===== src/rtl/axistream_forwarder.sv =====
// axistream_forwarder: streams a packetmem buffer out over AXI-Stream; define FWD_INORDER_SEL_EN to add the sel output
module axistream_forwarder #(
  parameter int DATA_WIDTH = 64,
  parameter int ADDR_WIDTH = 9
) (
  input  logic                  clk,
  input  logic                  rst,
  output logic [ADDR_WIDTH-1:0] forwarder_rd_addr,
  input  logic [DATA_WIDTH-1:0] forwarder_rd_data,
  output logic                  forwarder_rd_en,
  output logic                  forwarder_done,
  input  logic                  ready_for_forwarder,
  input  logic [ADDR_WIDTH:0]   len_to_forwarder,
  output logic [DATA_WIDTH-1:0] m_axis_tdata,
  output logic                  m_axis_tvalid,
  input  logic                  m_axis_tready,
  output logic                  m_axis_tlast
`ifdef FWD_INORDER_SEL_EN
  ,
  output logic                  sel
`endif
);
  localparam int PW = ADDR_WIDTH + 1;
  typedef enum logic [1:0] {IDLE, STREAM, DONE} state_t;
  state_t state, state_n;
  logic [PW-1:0] len_q, reads, sent;
  logic [DATA_WIDTH-1:0] mem [2];
  logic head, inflight, hold, start, accept, push, pop;
  logic [1:0] count;
  // state register
  always_ff @(posedge clk)
    if (rst) state <= IDLE;
    else state <= state_n;
  // next state, read issue and stream outputs; the head word bypasses the buffer when it is empty
  always_comb begin
    start = state == IDLE && ready_for_forwarder && !hold;
    forwarder_rd_en = state == STREAM && reads != len_q && (count + {1'b0, inflight}) < 2'd2;
    forwarder_rd_addr = forwarder_rd_en ? reads[ADDR_WIDTH-1:0] : '0;
    forwarder_done = state == DONE;
    m_axis_tvalid = state == STREAM && (count != 2'd0 || inflight);
    m_axis_tdata = !m_axis_tvalid ? '0 : count != 2'd0 ? mem[head] : forwarder_rd_data;
    m_axis_tlast = m_axis_tvalid && sent == len_q - PW'(1);
    accept = m_axis_tvalid && m_axis_tready;
    pop = accept && count != 2'd0;
    push = inflight && !(accept && count == 2'd0);
    state_n = state == IDLE ? (start ? (len_to_forwarder == '0 ? DONE : STREAM) : IDLE)
            : state == STREAM ? (accept && m_axis_tlast ? DONE : STREAM)
            : IDLE;
  end
  // packet counters and the two-entry return buffer
  always_ff @(posedge clk)
    if (rst) begin
      len_q <= '0;
      reads <= '0;
      sent <= '0;
      head <= 1'b0;
      count <= 2'd0;
      inflight <= 1'b0;
      hold <= 1'b0;
    end else begin
      hold <= state == DONE;
      inflight <= forwarder_rd_en;
      if (start) begin
        len_q <= len_to_forwarder;
        reads <= '0;
        sent <= '0;
      end
      if (forwarder_rd_en) reads <= reads + PW'(1);
      if (accept) sent <= sent + PW'(1);
      if (push) mem[head ^ count[0]] <= forwarder_rd_data;
      if (pop) head <= ~head;
      count <= count + 2'(push) - 2'(pop);
    end
`ifdef FWD_INORDER_SEL_EN
  // flips once per completed packet to steer the upstream combine tree
  always_ff @(posedge clk)
    if (rst) sel <= 1'b0;
    else if (state == DONE) sel <= ~sel;
`endif
endmodule

===== config.mk =====
export PLATFORM = sky130hd
export DESIGN_NAME = axistream_forwarder
export DESIGN_NICKNAME = d
export VERILOG_FILES = /design/src/rtl/axistream_forwarder.sv
export SDC_FILE = /design/constraint.sdc
export NUM_CORES = 1
export LEC_CHECK = 0
export ABC_CLOCK_PERIOD_IN_PS = 8300
export CORE_ASPECT_RATIO = 0.5
export CORE_MARGIN = 2
export CORE_UTILIZATION = 52
export DETAILED_ROUTE_END_ITERATION = 8
export HOLD_SLACK_MARGIN = 0.02
export PLACE_DENSITY = 0.86
export SLEW_MARGIN = 20
export SYNTH_ARGS = -nofsm -noshare
export SYNTH_HDL_FRONTEND = slang
export SYNTH_SLANG_ARGS = --single-unit

===== constraint.sdc =====
create_clock -name clk -period 8.3 [get_ports clk]
set_input_delay 1.245 -clock clk [delete_from_list [all_inputs] [get_ports clk]]
set_output_delay 1.245 -clock clk [all_outputs]
set_load 0.005 [all_outputs]

# ---- Word level (Yosys, flattened, before mapping)
# Memories as Yosys holds them, arrays and structs flattened. A register that Yosys moved wholly into a read port is not among the register bits.
# Index checks and enable logic that the tools add are counted.
# W data, S select, Z words.
dict set report word_totals {
  regBits 37
  ram_bits 128
  inputBits 78
  out_inout_bits 77
  word_cells 58
  n_memories 1
}
dict set report op_classes {
  add_sub_neg 6
  order_cmp 1
  eq_ne 4
  mux 16
  bitwise 2
  reduce_logical 20
}
# memory depth word_bits rd rd_clocked_by_memory_dff wr line
set memory_table {}
lappend memory_table {mem 2 64 1 1 1 27} ;# logic [DATA_WIDTH-1:0] mem [2];
# cell count
set op_table {}
lappend op_table {{$mux W64} 2}
lappend op_table {{$mux W10} 3}
lappend op_table {{$add A10 B1 Y10 const B} 2}
lappend op_table {{$logic_and A1 B1 Y1} 11}
lappend op_table {{$eq A10 B10 Y1} 1}
lappend op_table {{$logic_not A10 Y1} 1}
lappend op_table {{$mux W2} 5}
lappend op_table {{$ne A10 B10 Y1} 1}
lappend op_table {{$sub A10 B1 Y10 const B} 1}
lappend op_table {{$mux W9} 1}
lappend op_table {{$reduce_bool A2 Y1} 3}
lappend op_table {{$mux W1} 5}
lappend op_table {{$add A2 B1 Y2} 2}
lappend op_table {{$logic_not A2 Y1} 2}
lappend op_table {{$eq A2 B1 Y1 const B} 1}
lappend op_table {{$eq A2 B2 Y1 const B} 1}
lappend op_table {{$logic_not A1 Y1} 2}
lappend op_table {{$lt A2 B2 Y1 const B} 1}
lappend op_table {{$sub A2 B1 Y2} 1}
lappend op_table {{$logic_or A1 B1 Y1} 1}
lappend op_table {{$not A1 Y1} 1}
lappend op_table {{$xor A1 B1 Y1} 1}

# ---- Logic depth before layout (Yosys ltp)
# Gate-level depths: netlist of run 1.
dict set report depth {
  ltp_word 10
  depth_mapped 10
  mapped_depth_nobuf 8
}

# ---- Worst setup path before layout of run 1
# No wires, ideal clock.
dict set report synth_timing {
  kind {input port to flip-flop}
  start {input port rst}
  end {memory mem[0][0], enable pin}
  setup_time_ps 578
  arrival_ps 6357
  t_required_ps 7722
  path_slack_ps 1365
  cell_stages 3
  n_path_buf 2
  path_cell_list {clkbuf_1 > clkbuf_1 > nor3b_1}
}
dict set report synth_between {
  elab_chain_len 2
}
# item line
set synth_lines {}
lappend synth_lines {{start: declaration} 7} ;# input logic rst,
lappend synth_lines {{$mux W1} 52} ;# if (rst) begin
lappend synth_lines {{$mux W1 (implied by the code)} 70} ;# if (push) mem[head ^ count[0]] <= forwarder_rd_data;
lappend synth_lines {{end: declaration} 27}
# No other way between the ends.

# ---- Final worst setup path of run 1
dict set report layout_timing {
  start {register count[1]}
  end {output port m_axis_tdata[6]}
}
dict set report layout_between {
  elab_chain_len 4
  elab_cells_between_ends 5
  cone_classes {mux (2); reduce/logical (3)}
}
# item line
set layout_lines {}
lappend layout_lines {{start: declaration} 29} ;# logic [1:0] count;
lappend layout_lines {{start signal: assignment} 72} ;# count <= count + 2'(push) - 2'(pop);
lappend layout_lines {{$reduce_bool A2 Y1 (*)} {40, 41}}
lappend layout_lines {{$logic_or A1 B1 Y1} 40} ;# m_axis_tvalid = state == STREAM && (count != 2'd0 || inflight);
lappend layout_lines {{$logic_and A1 B1 Y1} 40}
lappend layout_lines {{$mux W64 (*)} 41} ;# m_axis_tdata = !m_axis_tvalid ? '0 : count != 2'd0 ? mem[head] : forwarder_rd_data;
lappend layout_lines {{end: declaration} 14} ;# output logic [DATA_WIDTH-1:0] m_axis_tdata,
# Every way passes the cells marked *; elsewhere a longest branch is shown, timed or not.

==> impl_metrics.json, run 1 <==
{
  "drt_iter0_drc": 413,
  "synth_xor_area_share_pct": 2.62,
  "critPathLaunch": "count[1]",
  "seq_area_mm2": 0.00461,
  "rows": 31,
  "power_frac_seq_pct": 48.6,
  "seq_area_frac_synth_pct": 59.8,
  "finalPower_mw": 1.91,
  "num_antenna_cells": 0,
  "hp-start": "len_q[9]",
  "die_h_um": 90.1,
  "coreArea_mm2": 0.0145,
  "period_share_pct": 52.0,
  "dr_total_vias": 5500,
  "dp_slack_ps": 4390,
  "gp_congestion": 0.798,
  "avgRoutedWirePerCell_um": 17.1,
  "setup_viol": 0,
  "die-area_mm2": 0.0159,
  "maxCapViolCount": 0,
  "peakVddDrop_mv": 0.202,
  "start_kind": "flip-flop",
  "async_flop_share_pct": 0,
  "synth_warnings": 0,
  "period_minus_slack_ps": 4320,
  "nets": 859,
  "reg2reg_depth": 5,
  "p_comb_share_pct": 12.3,
  "dpl.hpwl_um": 10500,
  "slew_headroom_pct": 41.3,
  "path_clk_slew_ps": 70,
  "synth_compound_area_share_pct": 10.8,
  "fmax_ghz": 0.232,
  "numPortBuffers": 154,
  "end_kind": "output pin",
  "hold_viol": 0,
  "first_pass_iters": 5,
  "post_dp_cell_area_mm2": 0.00934,
  "grt_pass1_wl_um": 27000,
  "cts_max_level": 4,
  "synth-edff-count": 128,
  "grt_util_all_layers_pct": 21.4,
  "slew_viol_final": 0,
  "syn_area_per_cell_um2": 12.0,
  "hold_path_end": "len_q[9]",
  "synth_adder_area_share_pct": 0.812,
  "leakage_nw": 3.21,
  "synth_mux_area_share_pct": 9.05,
  "p_int_mw": 1.42,
  "syn_area_mm2": 0.00770,
  "cts_sinks": 166,
  "grt_max_degree": 81,
  "fin_tns_setup_ps": 0,
  "io_pins": 155,
  "areaGrowthSynthToFinish_pct": 28.8,
  "drc": 0,
  "rr_endpoint": "mem[0][37]",
  "antenna_found_initial": 0,
  "power-per-cell-area_mw_per_mm2": 192,
  "hold_path.class": "flip-flop to flip-flop",
  "fin_ws_ps": 3980,
  "root_buffer": "clkbuf_16",
  "skew_ps": 9.27,
  "cts_resized": 0,
  "final_area_mm2": 0.00992,
  "rsz0062_at_grt": "no",
  "status": "completed",
  "worst_pin_slew_ps": 881,
  "multi_input_area_mm2": 0.00287,
  "arrival_ps": 3070,
  "synth-simple-area-share_pct": 13.7,
  "p_sw_share_pct": 25.7,
  "critPathMaxFanout": 80,
  "p_switching_uw": 491,
  "cp.required_ps": 7050,
  "insertion_delay_ps": 410,
  "r2r_start": "count[0]",
  "cts_hold_buf": 0,
  "ant_nets": 0,
  "crit_type": "flip-flop to output pin",
  "syn_inst": 642,
  "ys_ff_latch": 166,
  "fillers": 1036,
  "drt-total-wl_um": 16900,
  "hold_path_depth": 2,
  "routed_via_density": 5.57,
  "reg2reg_slack_ps": 5400,
  "post_cts_buffers": 0,
  "synthDistinctLibCells": 53,
  "clockBufferDepth": 2,
  "synth_ff_type": "edfxtp_1",
  "synthesis.nets": 725,
  "fp.dieW_um": 176,
  "numCtsBuffers": 17,
  "grt_overflow_total": 0,
  "grt_pass1_vias": 5372,
  "drive_gt1_share_pct": 7.10,
  "cts_tree": "built",
  "synth_top_family_by_area": "simple AND/OR/NAND/NOR gates",
  "p_clk_share_pct": 39.0,
  "floorplan.initialDensity_pct": 53.2
}
## stage by stage
step	cells	utilization (%)	hold slack [ps]
2_1_floorplan	642	-	472
3_3_place_gp	954	64.5	489
3_5_place_dp	954	64.5	489
4_1_cts	986	68.4	498
5_1_grt	987	68.6	545
6_report	987	68.6	496
## logic make-up (layout without fill, tap and decap cells)
group / Yosys count / in the layout
and+or+nand+nor: 207 / 207
DFF: 166 / 166
AOI/OAI and AO/OA: 120 / 120
muxes: 69 / 69
buffers and inverters: 52 / 199
xor gates and xnor gates: 23 / 23
adders and majority gates: 5 / 5
## final cells by class
type                            instances  area share, %
Clock buffer                           17           4.29
Clock inverter                         15           1.37
Inverter                                6          0.227
Multi-Input combinational cell        424           28.9
Sequential cell                       166           46.4
Tap cell                              198           2.50
Timing Repair Buffer                  161           16.3
## power by group through the flow
stage	registers (mW)	clock network (mW)	logic [mW]
2_1_floorplan	0.941	0	0.137
3_3_place_gp	0.948	0	0.222
3_5_place_dp	0.949	0	0.230
4_1_cts	0.931	0.758	0.233
5_1_grt	0.930	0.797	0.258
6_report	0.928	0.745	0.235
## routing by layer
layer  track usage (%)  share of wire, %  up-vias
met4              7.16               1.5        0
met3              4.02               4.6       23
met5                 0                 0        -
met2              37.9                52      150
li1                  -                 -     2671
met1              26.4                42     2656
## sequential cells by signal, indices dropped and copies added, names as in the netlist, named ones only
name,count
mem,128
head,1
hold,1
sent,10
state,2
reads,10
count,2
inflight,1
len_q,10
## cell usage in the layout (no fill, tap or decap), drive strengths merged, types with 10 or more instances in the layout
master	synthesis	final
clkbuf	17	17
mux2i	64	64
a21oi	22	22
xor2	12	12
dfxtp	38	38
a211oi	66	66
clkdlybuf4s50	0	154
o21ai	19	19
inv	6	15
nor4	10	10
xnor2	11	11
and2	10	10
nand2	29	29
edfxtp	128	128
nor2	92	92
## worst max path at each step
stage                                   to  slack, ps  depth (start not counted)
after floorplan                  mem[0][0]       1360                          3
after global placement    m_axis_tdata[42]       4420                          4
after detailed placement   m_axis_tdata[9]       4390                          4
after CTS                  m_axis_tdata[6]       3900                          5
after global routing       m_axis_tdata[6]       3720                          5
final                      m_axis_tdata[6]       3980                          5
## critical path, cell delays in order, from the launching register on
cell	delay [ps]
dfxtp_1	410
or2_4	530
buf_4	700
nor2_1	110
a211oi_1	300
clkdlybuf4s50_1	590
## cell usage after synthesis (11+ instances only)
| master | n | share of area (%) |
|---|---|---|
| dfxtp_1 | 38 | 9.9 |
| o21ai_0 | 14 | 0.91 |
| a21oi_1 | 20 | 1.3 |
| nand2_1 | 29 | 1.4 |
| clkbuf_1 | 16 | 0.78 |
| mux2i_1 | 64 | 8.3 |
| xor2_1 | 12 | 1.4 |
| xnor2_1 | 11 | 1.3 |
| buf_2 | 17 | 1.1 |
| a211oi_1 | 66 | 6.4 |
| nor2_1 | 92 | 4.5 |
| edfxtp_1 | 128 | 50 |
Note: power is estimated with default switching activity, not from simulation.
==> run 2, diff against run 1 <==
Settings changed: ABC_CLOCK_PERIOD_IN_PS 8300 to 4180.
Clock period 8.3 ns to 4.18 ns, I/O delays scaled along.
==> impl_metrics.json, run 2 (synthesized netlist as in run 1, its figures left out) <==
{
  "peakVddDrop_mv": 0.233,
  "crit_cells": 5,
  "power-per-cell-area_mw_per_mm2": 384,
  "routed_via_density": 5.61,
  "root_buffer": "clkbuf_16",
  "drive_gt1_share_pct": 7.33,
  "status": "completed",
  "die_h_um": 90.1,
  "ant_nets": 0,
  "fin_ws_ps": 425,
  "slew_viol_final": 0,
  "largest_reg_flops": 128,
  "rsz0062_at_grt": "no",
  "rr_endpoint": "mem[1][35]",
  "setup_viol": 0,
  "multi_input_area_mm2": 0.00288,
  "grt_util_all_layers_pct": 21.7,
  "dp_slack_ps": 913,
  "max_stage_delay_ps": 670,
  "arrival_ps": 3130,
  "holdWs_ps": 505,
  "insertion_delay_ps": 420,
  "endpoint": "m_axis_tdata[18]",
  "post_cts_buffers": 0,
  "nets": 861,
  "post_dp_cell_area_mm2": 0.00938,
  "first_pass_iters": 4,
  "dpl.hpwl_um": 11100,
  "cp.required_ps": 3550,
  "cpLargestDelayFamily": "buffers and inverters",
  "grt_pass1_wl_um": 27100,
  "fmax_ghz": 0.266,
  "fin_tns_setup_ps": 0,
  "clockBufferDepth": 2,
  "crit_buf_inv": 2,
  "numPortBuffers": 154,
  "critPathMaxFanout": 73,
  "period_share_pct": 89.8,
  "fin_util_pct": 68.8,
  "layout.cells.non_filler": 989,
  "maxCapViolCount": 0,
  "grt_pass1_vias": 5330,
  "layout_common_cells": "clkdlybuf4s50_1, edfxtp_1, nor2_1",
  "slew_headroom_pct": 48.0,
  "skew_ps": 10.9,
  "num_antenna_cells": 0,
  "fillers": 1003,
  "worst_pin_slew_ps": 780,
  "slowest_stage": "or2_4",
  "r2r_start": "count[0]",
  "drc": 0,
  "floorplan.initialDensity_pct": 53.2,
  "drt-total-wl_um": 17100,
  "avgRoutedWirePerCell_um": 17.3,
  "grt_overflow_total": 0,
  "grt_max_degree": 74,
  "antenna_found_initial": 0,
  "cts_hold_buf": 0,
  "dr_total_vias": 5550,
  "die-area_mm2": 0.0159,
  "drt_iter0_drc": 347,
  "reg2reg_depth": 5,
  "cts_tree": "built",
  "mostFrequentLayoutCell": "clkdlybuf4s50_1",
  "fp.dieW_um": 176,
  "finalPower_mw": 3.82,
  "path_clk_slew_ps": 60,
  "coreArea_mm2": 0.0145,
  "hold_viol": 0,
  "reg2reg_slack_ps": 1030,
  "numPlacedInstances": 957,
  "final_area_mm2": 0.00995,
  "rows": 31,
  "period_minus_slack_ps": 3760,
  "gp_congestion": 0.837,
  "areaGrowthSynthToFinish_pct": 29.2,
  "cts_sinks": 166,
  "io_pins": 155,
  "start_kind": "flip-flop",
  "hp-start": "len_q[9]",
  "numCtsBuffers": 17,
  "crit_type": "flip-flop to output pin",
  "crit_chain": "or2_4, buf_4, nor2_1, a211oi_1, clkdlybuf4s50_1",
  "end_kind": "output pin",
  "leakage_nw": 3.25,
  "hold_path.class": "flip-flop to flip-flop",
  "cts_resized": 0,
  "seq_area_mm2": 0.00461,
  "cts_max_level": 4,
  "critPathLaunch": "count[0]"
}
## run 2: cell types whose count changed in the layout (fill, tap and decap cells not counted), sizes merged
| cell | previous run | this run |
|---|---|---|
| inv | 15 | 14 |
| clkinv | 2 | 5 |
| buf | 7 | 9 |
| bufinv | 0 | 1 |
| clkinvlp | 4 | 1 |
## run 2: how the worst min path moves through the flow
stage	endpoint	slack (ps)	cells after the start
floorplan	len_q[9]	470	2
global placement	len_q[9]	490	2
detailed placement	len_q[9]	490	2
CTS	len_q[9]	500	2
global route	len_q[9]	550	2
finish	len_q[9]	510	2
## run 2: area by class of cell
| cell class | count | area share (%) |
|---|---|---|
| clock inverters | 15 | 1.42 |
| repair buffers | 163 | 16.3 |
| multi-input cells | 424 | 29.0 |
| flip-flops and latches | 166 | 46.3 |
| inverters | 6 | 0.226 |
| clock buffers | 17 | 4.28 |
| well taps | 198 | 2.49 |
## run 2: worst register-to-register path, stage by stage (launching register included)
cell	delay, ps
dfxtp_1	350
or2_4	520
o211ai_2	610
o21ai_1	290
nor3_4	660
buf_12	370
## run 2: power by group
part / internal, mW / total [mW] / switching [mW]
sequential: 1.81 / 1.84 / 0.0322
combinational: 0.215 / 0.469 / 0.254
clock: 0.835 / 1.51 / 0.672
total: 2.86 / 3.82 / 0.958
## run 2: per-layer routing
layer / part of all wire (%) / wire (um) / global-route usage [%] / up-vias
met5: 0 / 0 / 0 / -
met4: 1.9 / 327 / 8.33 / 0
met3: 4.5 / 764 / 4.06 / 27
met2: 52 / 8940 / 37.9 / 155
met1: 41 / 7100 / 26.7 / 2684
li1: - / - / - / 2684
